$ cat src/rtl/exe_alu_mul_stage_pkg.sv
// exe_alu_mul_stage_pkg
// Shared definitions for the EX-stage ALU / iterative multiplier slice:
//   - exe_cmd operation encodings
//   - multiply-sequencer FSM state type
//   - bit positions of the {N,Z,C,V} flags inside a 4-bit status word
//   - a helper that derives the N and Z flags from a 32-bit result
package exe_alu_mul_stage_pkg;

  localparam logic [3:0] CMD_MOV = 4'b0001;
  localparam logic [3:0] CMD_MVN = 4'b1001;
  localparam logic [3:0] CMD_ADD = 4'b0010;
  localparam logic [3:0] CMD_ADC = 4'b0011;
  localparam logic [3:0] CMD_SUB = 4'b0100;
  localparam logic [3:0] CMD_SBC = 4'b0101;
  localparam logic [3:0] CMD_AND = 4'b0110;
  localparam logic [3:0] CMD_ORR = 4'b0111;
  localparam logic [3:0] CMD_EOR = 4'b1000;
  localparam logic [3:0] CMD_MUL = 4'b1010;
  localparam logic [3:0] CMD_MLA = 4'b1011;

  localparam int FLAG_N = 3;
  localparam int FLAG_Z = 2;
  localparam int FLAG_C = 1;
  localparam int FLAG_V = 0;

  typedef enum logic [1:0] {
    ST_IDLE = 2'b00,
    ST_MULT = 2'b01,
    ST_DONE = 2'b10
  } state_e;

  // Returns {N, Z} for a 32-bit result.
  function automatic logic [1:0] calc_nz(input logic [31:0] r);
    return {r[31], (r == 32'h0000_0000)};
  endfunction

endpackage

$ cat src/rtl/exe_alu_mul_stage_if.sv
// exe_alu_mul_stage_if
// Bundles the EX-stage instruction inputs and the result/flag/stall outputs.
//   master : the pipeline side that presents instructions and consumes results
//   slave  : the EX-stage block (exe_alu_mul_stage)
// Signals:
//   in_valid, flush, s_bit, exe_cmd[3:0], val_rn[31:0], val2[31:0],
//   val_acc[31:0], status_in[3:0]          -> towards the EX stage
//   alu_result[31:0], result_valid, status_out[3:0], status_ld, stall
//                                           <- from the EX stage
interface exe_alu_mul_stage_if;

  logic        in_valid;
  logic        flush;
  logic        s_bit;
  logic [3:0]  exe_cmd;
  logic [31:0] val_rn;
  logic [31:0] val2;
  logic [31:0] val_acc;
  logic [3:0]  status_in;
  logic [31:0] alu_result;
  logic        result_valid;
  logic [3:0]  status_out;
  logic        status_ld;
  logic        stall;

  modport master (
    output in_valid, flush, s_bit, exe_cmd, val_rn, val2, val_acc, status_in,
    input  alu_result, result_valid, status_out, status_ld, stall
  );

  modport slave (
    input  in_valid, flush, s_bit, exe_cmd, val_rn, val2, val_acc, status_in,
    output alu_result, result_valid, status_out, status_ld, stall
  );

endinterface

$ cat src/rtl/exe_alu_mul_stage_seq_multiplier.sv
// seq_multiplier
// Iterative 32x32 shift-add multiplier, one partial product per step.
// Ports:
//   clk, rst      : clock, asynchronous active-low reset
//   start         : load operands, clear product and step counter
//   abort         : abandon the operation in flight (no done pulse)
//   step          : perform one shift-add step
//   a_in, b_in    : multiplicand / multiplier captured on start
//   acc_in        : accumulator operand captured on start (for MLA)
//   prod_lo       : low 32 bits of the product accumulator
//   acc_out       : captured accumulator operand
//   last          : the next step is the final (32nd) one
//   done          : one-cycle pulse in the cycle after the final step
module seq_multiplier (
  input  logic        clk,
  input  logic        rst,
  input  logic        start,
  input  logic        abort,
  input  logic        step,
  input  logic [31:0] a_in,
  input  logic [31:0] b_in,
  input  logic [31:0] acc_in,
  output logic [31:0] prod_lo,
  output logic [31:0] acc_out,
  output logic        last,
  output logic        done
);

  logic [31:0] a_r;
  logic [31:0] b_r;
  logic [31:0] acc_r;
  logic [63:0] prod_r;
  logic [4:0]  cnt_r;
  logic        done_r;
  logic [63:0] partial_s;

  // Partial product for the current step: A shifted by the step index when
  // the multiplier bit now at b_r[0] is set.
  always_comb begin
    partial_s = 64'h0;
    if (b_r[0]) begin
      partial_s = {32'h0000_0000, a_r} << cnt_r;
    end else begin
      partial_s = 64'h0;
    end
  end

  // Operand, product, counter and done-pulse registers.
  always_ff @(posedge clk or negedge rst) begin
    if (!rst) begin
      a_r    <= 32'h0;
      b_r    <= 32'h0;
      acc_r  <= 32'h0;
      prod_r <= 64'h0;
      cnt_r  <= 5'd0;
      done_r <= 1'b0;
    end else if (start) begin
      a_r    <= a_in;
      b_r    <= b_in;
      acc_r  <= acc_in;
      prod_r <= 64'h0;
      cnt_r  <= 5'd0;
      done_r <= 1'b0;
    end else if (abort) begin
      cnt_r  <= 5'd0;
      done_r <= 1'b0;
    end else if (step) begin
      prod_r <= prod_r + partial_s;
      b_r    <= b_r >> 1;
      // counter wraps 31 -> 0 on the final step, ready for the next start
      cnt_r  <= cnt_r + 5'd1;
      done_r <= (cnt_r == 5'd31);
    end else begin
      done_r <= 1'b0;
    end
  end

  assign prod_lo = prod_r[31:0];
  assign acc_out = acc_r;
  assign last    = (cnt_r == 5'd31);
  assign done    = done_r;

endmodule

$ cat src/rtl/exe_alu_mul_stage.sv
// exe_alu_mul_stage
// EX stage: single-cycle ALU for move/arithmetic/logic ops and a 34-cycle
// iterative MUL/MLA path that stalls the upstream pipeline while it runs.
// Ports:
//   clk  : clock, rising edge
//   rst  : asynchronous active-low reset
//   ex   : exe_alu_mul_stage_if.slave (instruction in, result/flags/stall out)
module exe_alu_mul_stage
  import exe_alu_mul_stage_pkg::*;
(
  input  logic                clk,
  input  logic                rst,
  exe_alu_mul_stage_if.slave  ex
);

  state_e      state_r;
  state_e      next_state_s;
  logic [3:0]  op_r;
  logic        s_bit_r;

  logic        mul_req_s;
  logic        mul_start_s;
  logic        mul_abort_s;
  logic        mul_step_s;
  logic [31:0] mul_prod_lo_s;
  logic [31:0] mul_acc_s;
  logic        mul_last_s;
  logic        mul_done_s;
  logic [31:0] mul_res_s;

  logic [32:0] sum_s;
  logic        cin_s;
  logic [31:0] alu_res_s;
  logic        c_new_s;
  logic        v_new_s;
  logic        alu_nop_s;

  logic [31:0] alu_result_s;
  logic        result_valid_s;
  logic [3:0]  flags_new_s;
  logic [3:0]  status_out_s;
  logic        status_ld_s;
  logic        stall_s;

  assign mul_req_s   = ex.in_valid && !ex.flush &&
                       ((ex.exe_cmd == CMD_MUL) || (ex.exe_cmd == CMD_MLA));
  assign mul_start_s = (state_r == ST_IDLE) && mul_req_s;
  assign mul_abort_s = (state_r == ST_MULT) && ex.flush;
  assign mul_step_s  = (state_r == ST_MULT) && !ex.flush;
  assign mul_res_s   = mul_prod_lo_s + ((op_r == CMD_MLA) ? mul_acc_s : 32'h0);

  seq_multiplier u_seq_multiplier (
    .clk     (clk),
    .rst     (rst),
    .start   (mul_start_s),
    .abort   (mul_abort_s),
    .step    (mul_step_s),
    .a_in    (ex.val_rn),
    .b_in    (ex.val2),
    .acc_in  (ex.val_acc),
    .prod_lo (mul_prod_lo_s),
    .acc_out (mul_acc_s),
    .last    (mul_last_s),
    .done    (mul_done_s)
  );

  // Single-cycle ALU. Subtraction is A + ~B + cin so the carry-out is NOT borrow.
  always_comb begin
    sum_s     = 33'h0;
    cin_s     = 1'b0;
    alu_res_s = 32'h0;
    c_new_s   = ex.status_in[FLAG_C];
    v_new_s   = ex.status_in[FLAG_V];
    alu_nop_s = 1'b0;
    case (ex.exe_cmd)
      CMD_MOV: alu_res_s = ex.val2;
      CMD_MVN: alu_res_s = ~ex.val2;
      CMD_ADD, CMD_ADC: begin
        cin_s     = (ex.exe_cmd == CMD_ADC) ? ex.status_in[FLAG_C] : 1'b0;
        sum_s     = {1'b0, ex.val_rn} + {1'b0, ex.val2} + {32'h0, cin_s};
        alu_res_s = sum_s[31:0];
        c_new_s   = sum_s[32];
        v_new_s   = (ex.val_rn[31] == ex.val2[31]) && (sum_s[31] != ex.val_rn[31]);
      end
      CMD_SUB, CMD_SBC: begin
        cin_s     = (ex.exe_cmd == CMD_SUB) ? 1'b1 : ex.status_in[FLAG_C];
        sum_s     = {1'b0, ex.val_rn} + {1'b0, ~ex.val2} + {32'h0, cin_s};
        alu_res_s = sum_s[31:0];
        c_new_s   = sum_s[32];
        v_new_s   = (ex.val_rn[31] != ex.val2[31]) && (sum_s[31] != ex.val_rn[31]);
      end
      CMD_AND: alu_res_s = ex.val_rn & ex.val2;
      CMD_ORR: alu_res_s = ex.val_rn | ex.val2;
      CMD_EOR: alu_res_s = ex.val_rn ^ ex.val2;
      default: alu_nop_s = 1'b1;
    endcase
  end

  // Next-state logic of the multiply sequencer.
  always_comb begin
    next_state_s = state_r;
    case (state_r)
      ST_IDLE: begin
        if (mul_req_s) begin
          next_state_s = ST_MULT;
        end else begin
          next_state_s = ST_IDLE;
        end
      end
      ST_MULT: begin
        if (ex.flush) begin
          next_state_s = ST_IDLE;
        end else if (mul_last_s) begin
          next_state_s = ST_DONE;
        end else begin
          next_state_s = ST_MULT;
        end
      end
      // The EX inputs still hold the finished multiply here; they are ignored.
      ST_DONE: next_state_s = ST_IDLE;
      default: next_state_s = ST_IDLE;
    endcase
  end

  // State register plus the opcode and flag-update request captured at accept.
  always_ff @(posedge clk or negedge rst) begin
    if (!rst) begin
      state_r <= ST_IDLE;
      op_r    <= 4'h0;
      s_bit_r <= 1'b0;
    end else begin
      state_r <= next_state_s;
      if (mul_start_s) begin
        op_r    <= ex.exe_cmd;
        s_bit_r <= ex.s_bit;
      end else begin
        op_r    <= op_r;
        s_bit_r <= s_bit_r;
      end
    end
  end

  // Output decode: result, valid, flag update and stall for the current state.
  always_comb begin
    alu_result_s   = 32'h0;
    result_valid_s = 1'b0;
    flags_new_s    = ex.status_in;
    status_ld_s    = 1'b0;
    stall_s        = 1'b0;
    status_out_s   = 4'b0000;
    if (!rst) begin
      status_out_s = 4'b0000;
    end else begin
      case (state_r)
        ST_IDLE: begin
          if (mul_req_s) begin
            stall_s = 1'b1;
          end else begin
            alu_result_s   = alu_res_s;
            result_valid_s = ex.in_valid && !ex.flush;
            status_ld_s    = result_valid_s && ex.s_bit;
            if (alu_nop_s) begin
              flags_new_s = ex.status_in;
            end else begin
              flags_new_s = {calc_nz(alu_res_s), c_new_s, v_new_s};
            end
          end
        end
        ST_MULT: stall_s = 1'b1;
        ST_DONE: begin
          alu_result_s   = mul_res_s;
          result_valid_s = mul_done_s;
          status_ld_s    = result_valid_s && s_bit_r;
          flags_new_s    = {calc_nz(mul_res_s), ex.status_in[FLAG_C], ex.status_in[FLAG_V]};
        end
        default: stall_s = 1'b0;
      endcase
      status_out_s = status_ld_s ? flags_new_s : ex.status_in;
    end
  end

  assign ex.alu_result   = alu_result_s;
  assign ex.result_valid = result_valid_s;
  assign ex.status_out   = status_out_s;
  assign ex.status_ld    = status_ld_s;
  assign ex.stall        = stall_s;

endmodule

$ cat src/flat_wrapper.sv
// flat-port wrapper written by rule: the top's interface ports become plain ports
module exe_alu_mul_stage_flat import exe_alu_mul_stage_pkg::*;
  (clk, rst, ex_in_valid, ex_flush, ex_s_bit, ex_exe_cmd, ex_val_rn, ex_val2, ex_val_acc, ex_status_in, ex_alu_result, ex_result_valid, ex_status_out, ex_status_ld, ex_stall);
  exe_alu_mul_stage_if ex_i ();
  input  logic clk;
  input  logic rst;
  input wire logic [$bits(ex_i.in_valid)-1:0] ex_in_valid;
  input wire logic [$bits(ex_i.flush)-1:0] ex_flush;
  input wire logic [$bits(ex_i.s_bit)-1:0] ex_s_bit;
  input wire logic [$bits(ex_i.exe_cmd)-1:0] ex_exe_cmd;
  input wire logic [$bits(ex_i.val_rn)-1:0] ex_val_rn;
  input wire logic [$bits(ex_i.val2)-1:0] ex_val2;
  input wire logic [$bits(ex_i.val_acc)-1:0] ex_val_acc;
  input wire logic [$bits(ex_i.status_in)-1:0] ex_status_in;
  output wire logic [$bits(ex_i.alu_result)-1:0] ex_alu_result;
  output wire logic [$bits(ex_i.result_valid)-1:0] ex_result_valid;
  output wire logic [$bits(ex_i.status_out)-1:0] ex_status_out;
  output wire logic [$bits(ex_i.status_ld)-1:0] ex_status_ld;
  output wire logic [$bits(ex_i.stall)-1:0] ex_stall;
  assign ex_i.in_valid = ex_in_valid;
  assign ex_i.flush = ex_flush;
  assign ex_i.s_bit = ex_s_bit;
  assign ex_i.exe_cmd = ex_exe_cmd;
  assign ex_i.val_rn = ex_val_rn;
  assign ex_i.val2 = ex_val2;
  assign ex_i.val_acc = ex_val_acc;
  assign ex_i.status_in = ex_status_in;
  assign ex_alu_result = ex_i.alu_result;
  assign ex_result_valid = ex_i.result_valid;
  assign ex_status_out = ex_i.status_out;
  assign ex_status_ld = ex_i.status_ld;
  assign ex_stall = ex_i.stall;
  exe_alu_mul_stage u_core (.clk(clk), .rst(rst), .ex(ex_i));
endmodule
$ cat config.mk
export PLATFORM = sky130hd
export DESIGN_NAME = exe_alu_mul_stage_flat
export DESIGN_NICKNAME = d
export VERILOG_FILES = /design/src/rtl/exe_alu_mul_stage_pkg.sv /design/src/rtl/exe_alu_mul_stage_if.sv /design/src/rtl/exe_alu_mul_stage_seq_multiplier.sv /design/src/rtl/exe_alu_mul_stage.sv /design/src/flat_wrapper.sv
export SDC_FILE = /design/constraint.sdc
export NUM_CORES = 1
export LEC_CHECK = 0
export ABC_AREA = 1
export BUFFER_PORTS_ARGS = -buffer_cell sky130_fd_sc_hd__buf_2
export CORE_MARGIN = 3
export CORE_UTILIZATION = 25
export CTS_CLUSTER_SIZE = 10
export DETAILED_ROUTE_END_ITERATION = 8
export HOLD_SLACK_MARGIN = 0.08
export PLACE_DENSITY = 0.39
export SETUP_SLACK_MARGIN = 0.2
export SYNTH_ARGS = -nofsm -noshare
export SYNTH_HDL_FRONTEND = slang
export SYNTH_SLANG_ARGS = --single-unit
$ cat constraint.sdc
create_clock -name clk -period 9.9 [get_ports clk]
set_input_delay 0.495 -clock clk [delete_from_list [all_inputs] [get_ports clk]]
set_output_delay 0.495 -clock clk [all_outputs]
set_load 0.02 [all_outputs]
==> flow_metrics.py <==
metrics = {
    "finish": {
        "drive_gt1_share_pct": 7.563,
        "syn2layout_area_growth_pct": 11.43,
        "nets": 3580,
        "post-route-util_pct": 28.29,
        "fillCellCount": 8538,
        "final_cell_mix": "nand2_1, inv_1, nor2_1, o21ai_0, nand3_1",
        "final_common_cell": "nand2_1",
    },
    "worst_setup_path": {
        "endpoint_kind": "register",
        "critPathMaxFanout": 34,
        "setup.worst_path.start_class": "register",
        "cp-startpoint": "u_core.u_seq_multiplier.cnt_r[2]$_DFFE_PN0P_",
        "crit_required_ns": 10.34,
        "r2r_start": "u_core.u_seq_multiplier.cnt_r[2]$_DFFE_PN0P_",
        "crit_arrival_ns": 5.43,
        "crit_type": "reg -> reg",
    },
    "timing": {
        "period_needed_ns": 4.994,
        "clock_skew_ns": 0.01839,
        "fin_tns_setup_ns": 0,
        "final.period_utilization_pct": 50.45,
        "rsz0062_at_grt": "no",
        "hold_viol_final": 0,
        "relSlewSlack_pct": 19.80,
        "slew_viol_final": 0,
        "tightestPinTransition_ns": 1.203,
        "max_freq_ghz": 0.2002,
        "setup_violations": 0,
    },
    "clock_network": {
        "cts-root-buf": "clkbuf_16",
        "cts_buffer_depth": 2,
        "clk_pin_slew_ns": 0.08,
        "htreeDepth": 4,
        "numCtsBuffers": 17,
        "clock_sinks": 141,
        "clock_latency_ns": 0.50,
        "cts_resized": 0,
        "cts_tree": "yes",
    },
    "detailed_routing": {
        "viasPerCell": 4.825,
        "drc": 0,
        "ant_nets": 0,
        "dr_wl_met3_um": 3350,
        "drtPass1Iterations": 5,
        "dr.first_iter.drc_count": 1557,
        "wl_met2_um": 41190,
        "num_vias": 20650,
        "routed_wirelength_um": 86020,
        "routed.top_layer": "met5",
        "wl_met1_um": 39890,
        "wl_per_cell_um": 20.10,
    },
    "logic_synthesis": {
        "ys_seq_area_share_pct": 18.92,
        "synth_area_um2": 18650,
        "synthCells": 3242,
        "yosysWarnings": 0,
        "syn_area_per_cell_um2": 5.753,
        "syn-num-nets": 3516,
        "synth_seq_cells": 141,
        "ys_types": 53,
    },
    "power_and_ir_drop": {
        "powerDensity_nw_per_um2": 161.1,
        "leakagePower_uw": 0.01146,
        "ir_drop_v": 0.00009955,
    },
    "floorplan": {
        "rows": 99,
        "io_pins": 148,
        "initial_utilization_pct": 25.39,
        "die_w_um": 279.1,
        "die_area_um2": 77910,
        "fp.coreArea_um2": 73450,
        "die_y_um": 279.1,
    },
    "hold_path": {
        "min_from": "ex_val_acc[28]",
        "hp-class": "in -> reg",
    },
    "grt": {
        "grt_max_degree": 109,
        "grt_usage_pct": 21.76,
        "antenna_found_initial": 4,
        "grt_pass1_vias": 19660,
        "grt-ovfl-total": 0,
        "grt_pass1_wl_um": 127000,
    },
    "placed_design": {
        "port_buffers": 147,
        "globalplace.congestion": 0.9324,
        "dp_hpwl_um": 70600,
    },
    "run": {
        "maxCapViolCount": 0,
    },
    "outcome": {
        "status": "completed",
    },
}
[final cells by class]
cell class | instances | area [um^2] | area share, %
multi-input cells | 2464 | 12620 | 60.75
flip-flops and latches | 141 | 3528 | 16.98
inverters | 520 | 1952 | 9.392
well taps | 959 | 1200 | 5.774
repair buffers | 162 | 869.6 | 4.184
clock buffers | 19 | 452.9 | 2.179
clock inverters | 13 | 152.6 | 0.7345
diodes | 1 | 2.502 | 0.01204
[per-stage QoR]
step / area [um^2] / setup slack, ns / total power, uW / instances / hold slack (ns)
after global placement: 20160 / 5.003 / 2658 / 4245 / 0.4491
after global routing: 20780 / 4.279 / 3625 / 4278 / 0.1961
final: 20780 / 4.906 / 3348 / 4279 / 0.2053
after detailed placement: 20160 / 5.029 / 2634 / 4245 / 0.4515
after floorplan: 18650 / 6.331 / 2023 / 3242 / 0.1994
after CTS: 20780 / 4.947 / 3378 / 4278 / 0.1667
[power by group]
part           leakage (uW)  switching [uW]  total, uW  internal (uW)
clock network      0.000298             327        716            390
registers           0.00177             192        924            732
logic               0.00940            1170       1710            537
total                0.0115            1690       3350           1660
[flip-flops by register name (all words and copies together), names as in the netlist]
signal,flops
u_core.u_seq_multiplier.a_r,32
u_core.u_seq_multiplier.acc_out,32
u_core.u_seq_multiplier.b_r,32
u_core.u_seq_multiplier.prod_r,32
u_core.u_seq_multiplier.cnt_r,5
u_core.op_r,4
u_core.state_r,2
u_core.s_bit_r,1
u_core.u_seq_multiplier.done,1
[synthesized netlist by cell type, drive strengths merged]
| master | number | area share [%] |
|---|---|---|
| a22oi | 8 | 0.32 |
| nor3 | 29 | 0.83 |
| a2bb2oi | 11 | 0.52 |
| dfrtp | 141 | 19 |
| a21boi | 6 | 0.24 |
| clkbuf | 65 | 1.3 |
| o211ai | 11 | 0.44 |
| a21o | 3 | 0.12 |
| nor4 | 2 | 0.067 |
| o31ai | 10 | 0.40 |
| o21ai | 244 | 6.5 |
| mux2i | 7 | 0.38 |
| o221a | 1 | 0.060 |
| o22ai | 61 | 2.0 |
| nand3b | 2 | 0.080 |
| and2 | 7 | 0.23 |
| a31oi | 15 | 0.50 |
| fa | 6 | 0.64 |
| a21oi | 146 | 4.0 |
| o21a | 7 | 0.28 |
| nor2 | 341 | 7.1 |
| nand4 | 36 | 1.2 |
| ha | 159 | 11 |
| o2111ai | 1 | 0.047 |
| xor2 | 13 | 0.61 |
| buf | 52 | 1.8 |
| nand3 | 234 | 6.4 |
| and3 | 3 | 0.10 |
| or2 | 9 | 0.30 |
| xnor2 | 11 | 0.52 |
| inv | 516 | 10 |
| a2111oi | 1 | 0.047 |
| o221ai | 4 | 0.19 |
| clkinv | 4 | 0.080 |
| o22a | 4 | 0.19 |
| o21bai | 15 | 0.60 |
| nand2 | 1038 | 21 |
| a211oi | 18 | 0.72 |
| a32o | 1 | 0.054 |
[critical path: stages (launching register included)]
cell and delay, ns:
dfrtp_1 1.00, clkinv_1 0.95, nand2_1 0.24, o21ai_0 0.13, o21ai_0 0.36, nor2_1 0.11
ha_1 0.40, a21oi_1 0.16, inv_1 0.07, a31oi_1 0.13, a21boi_0 0.24, inv_1 0.15
nand2_1 0.08, nand2_1 0.08, a21boi_1 0.27, o21ai_0 0.19, a21oi_1 0.15, o21ai_0 0.11
nand2_1 0.07
[cell families (layout without fill, tap and decap cells)]
logic type                 after synthesis  count (layout)  synth area share (%)
AOI/OAI and AO/OA                      567             567                 17.38
buffers and inverters                  637             714                 13.54
xor gates and xnor gates                24              24                 1.127
and+or+nand+nor                       1701            1701                 37.35
other                                    0               1                     0
muxes                                    7               7                0.3757
adders and majority gates              165             165                 11.31
DFF                                    141             141                 18.92
[timing repair]
item                                   4_1_cts  5_1_grt
endpoints found under the hold margin       33        0
setup buffers                                0        0
hold buffers                                 1        0
[worst paths after layout]
kind	slack, ns	end	cells after the start
min	0.21	u_core.u_seq_multiplier.acc_out[28]$_DFFE_PN0P_	3
max in group asynchronous	8.18	u_core.u_seq_multiplier.b_r[18]$_DFFE_PN0P_	3
min reg2reg	0.47	u_core.op_r[3]$_DFFE_PN0P_	1
max	4.91	u_core.u_seq_multiplier.prod_r[23]$_DFFE_PN0P_	18
max reg2reg	4.91	u_core.u_seq_multiplier.prod_r[23]$_DFFE_PN0P_	18
min in group asynchronous	0.51	u_core.u_seq_multiplier.prod_r[31]$_DFFE_PN0P_	2
[metal layers]
| layer | GRT usage [%] | vias up |
|---|---|---|
| li1 | - | 10470 |
| met1 | 28.74 | 9656 |
| met2 | 37.54 | 445 |
| met3 | 3.018 | 70 |
| met4 | 4.997 | 2 |
| met5 | 0 | - |
Note: power is estimated with default switching activity, not from simulation.
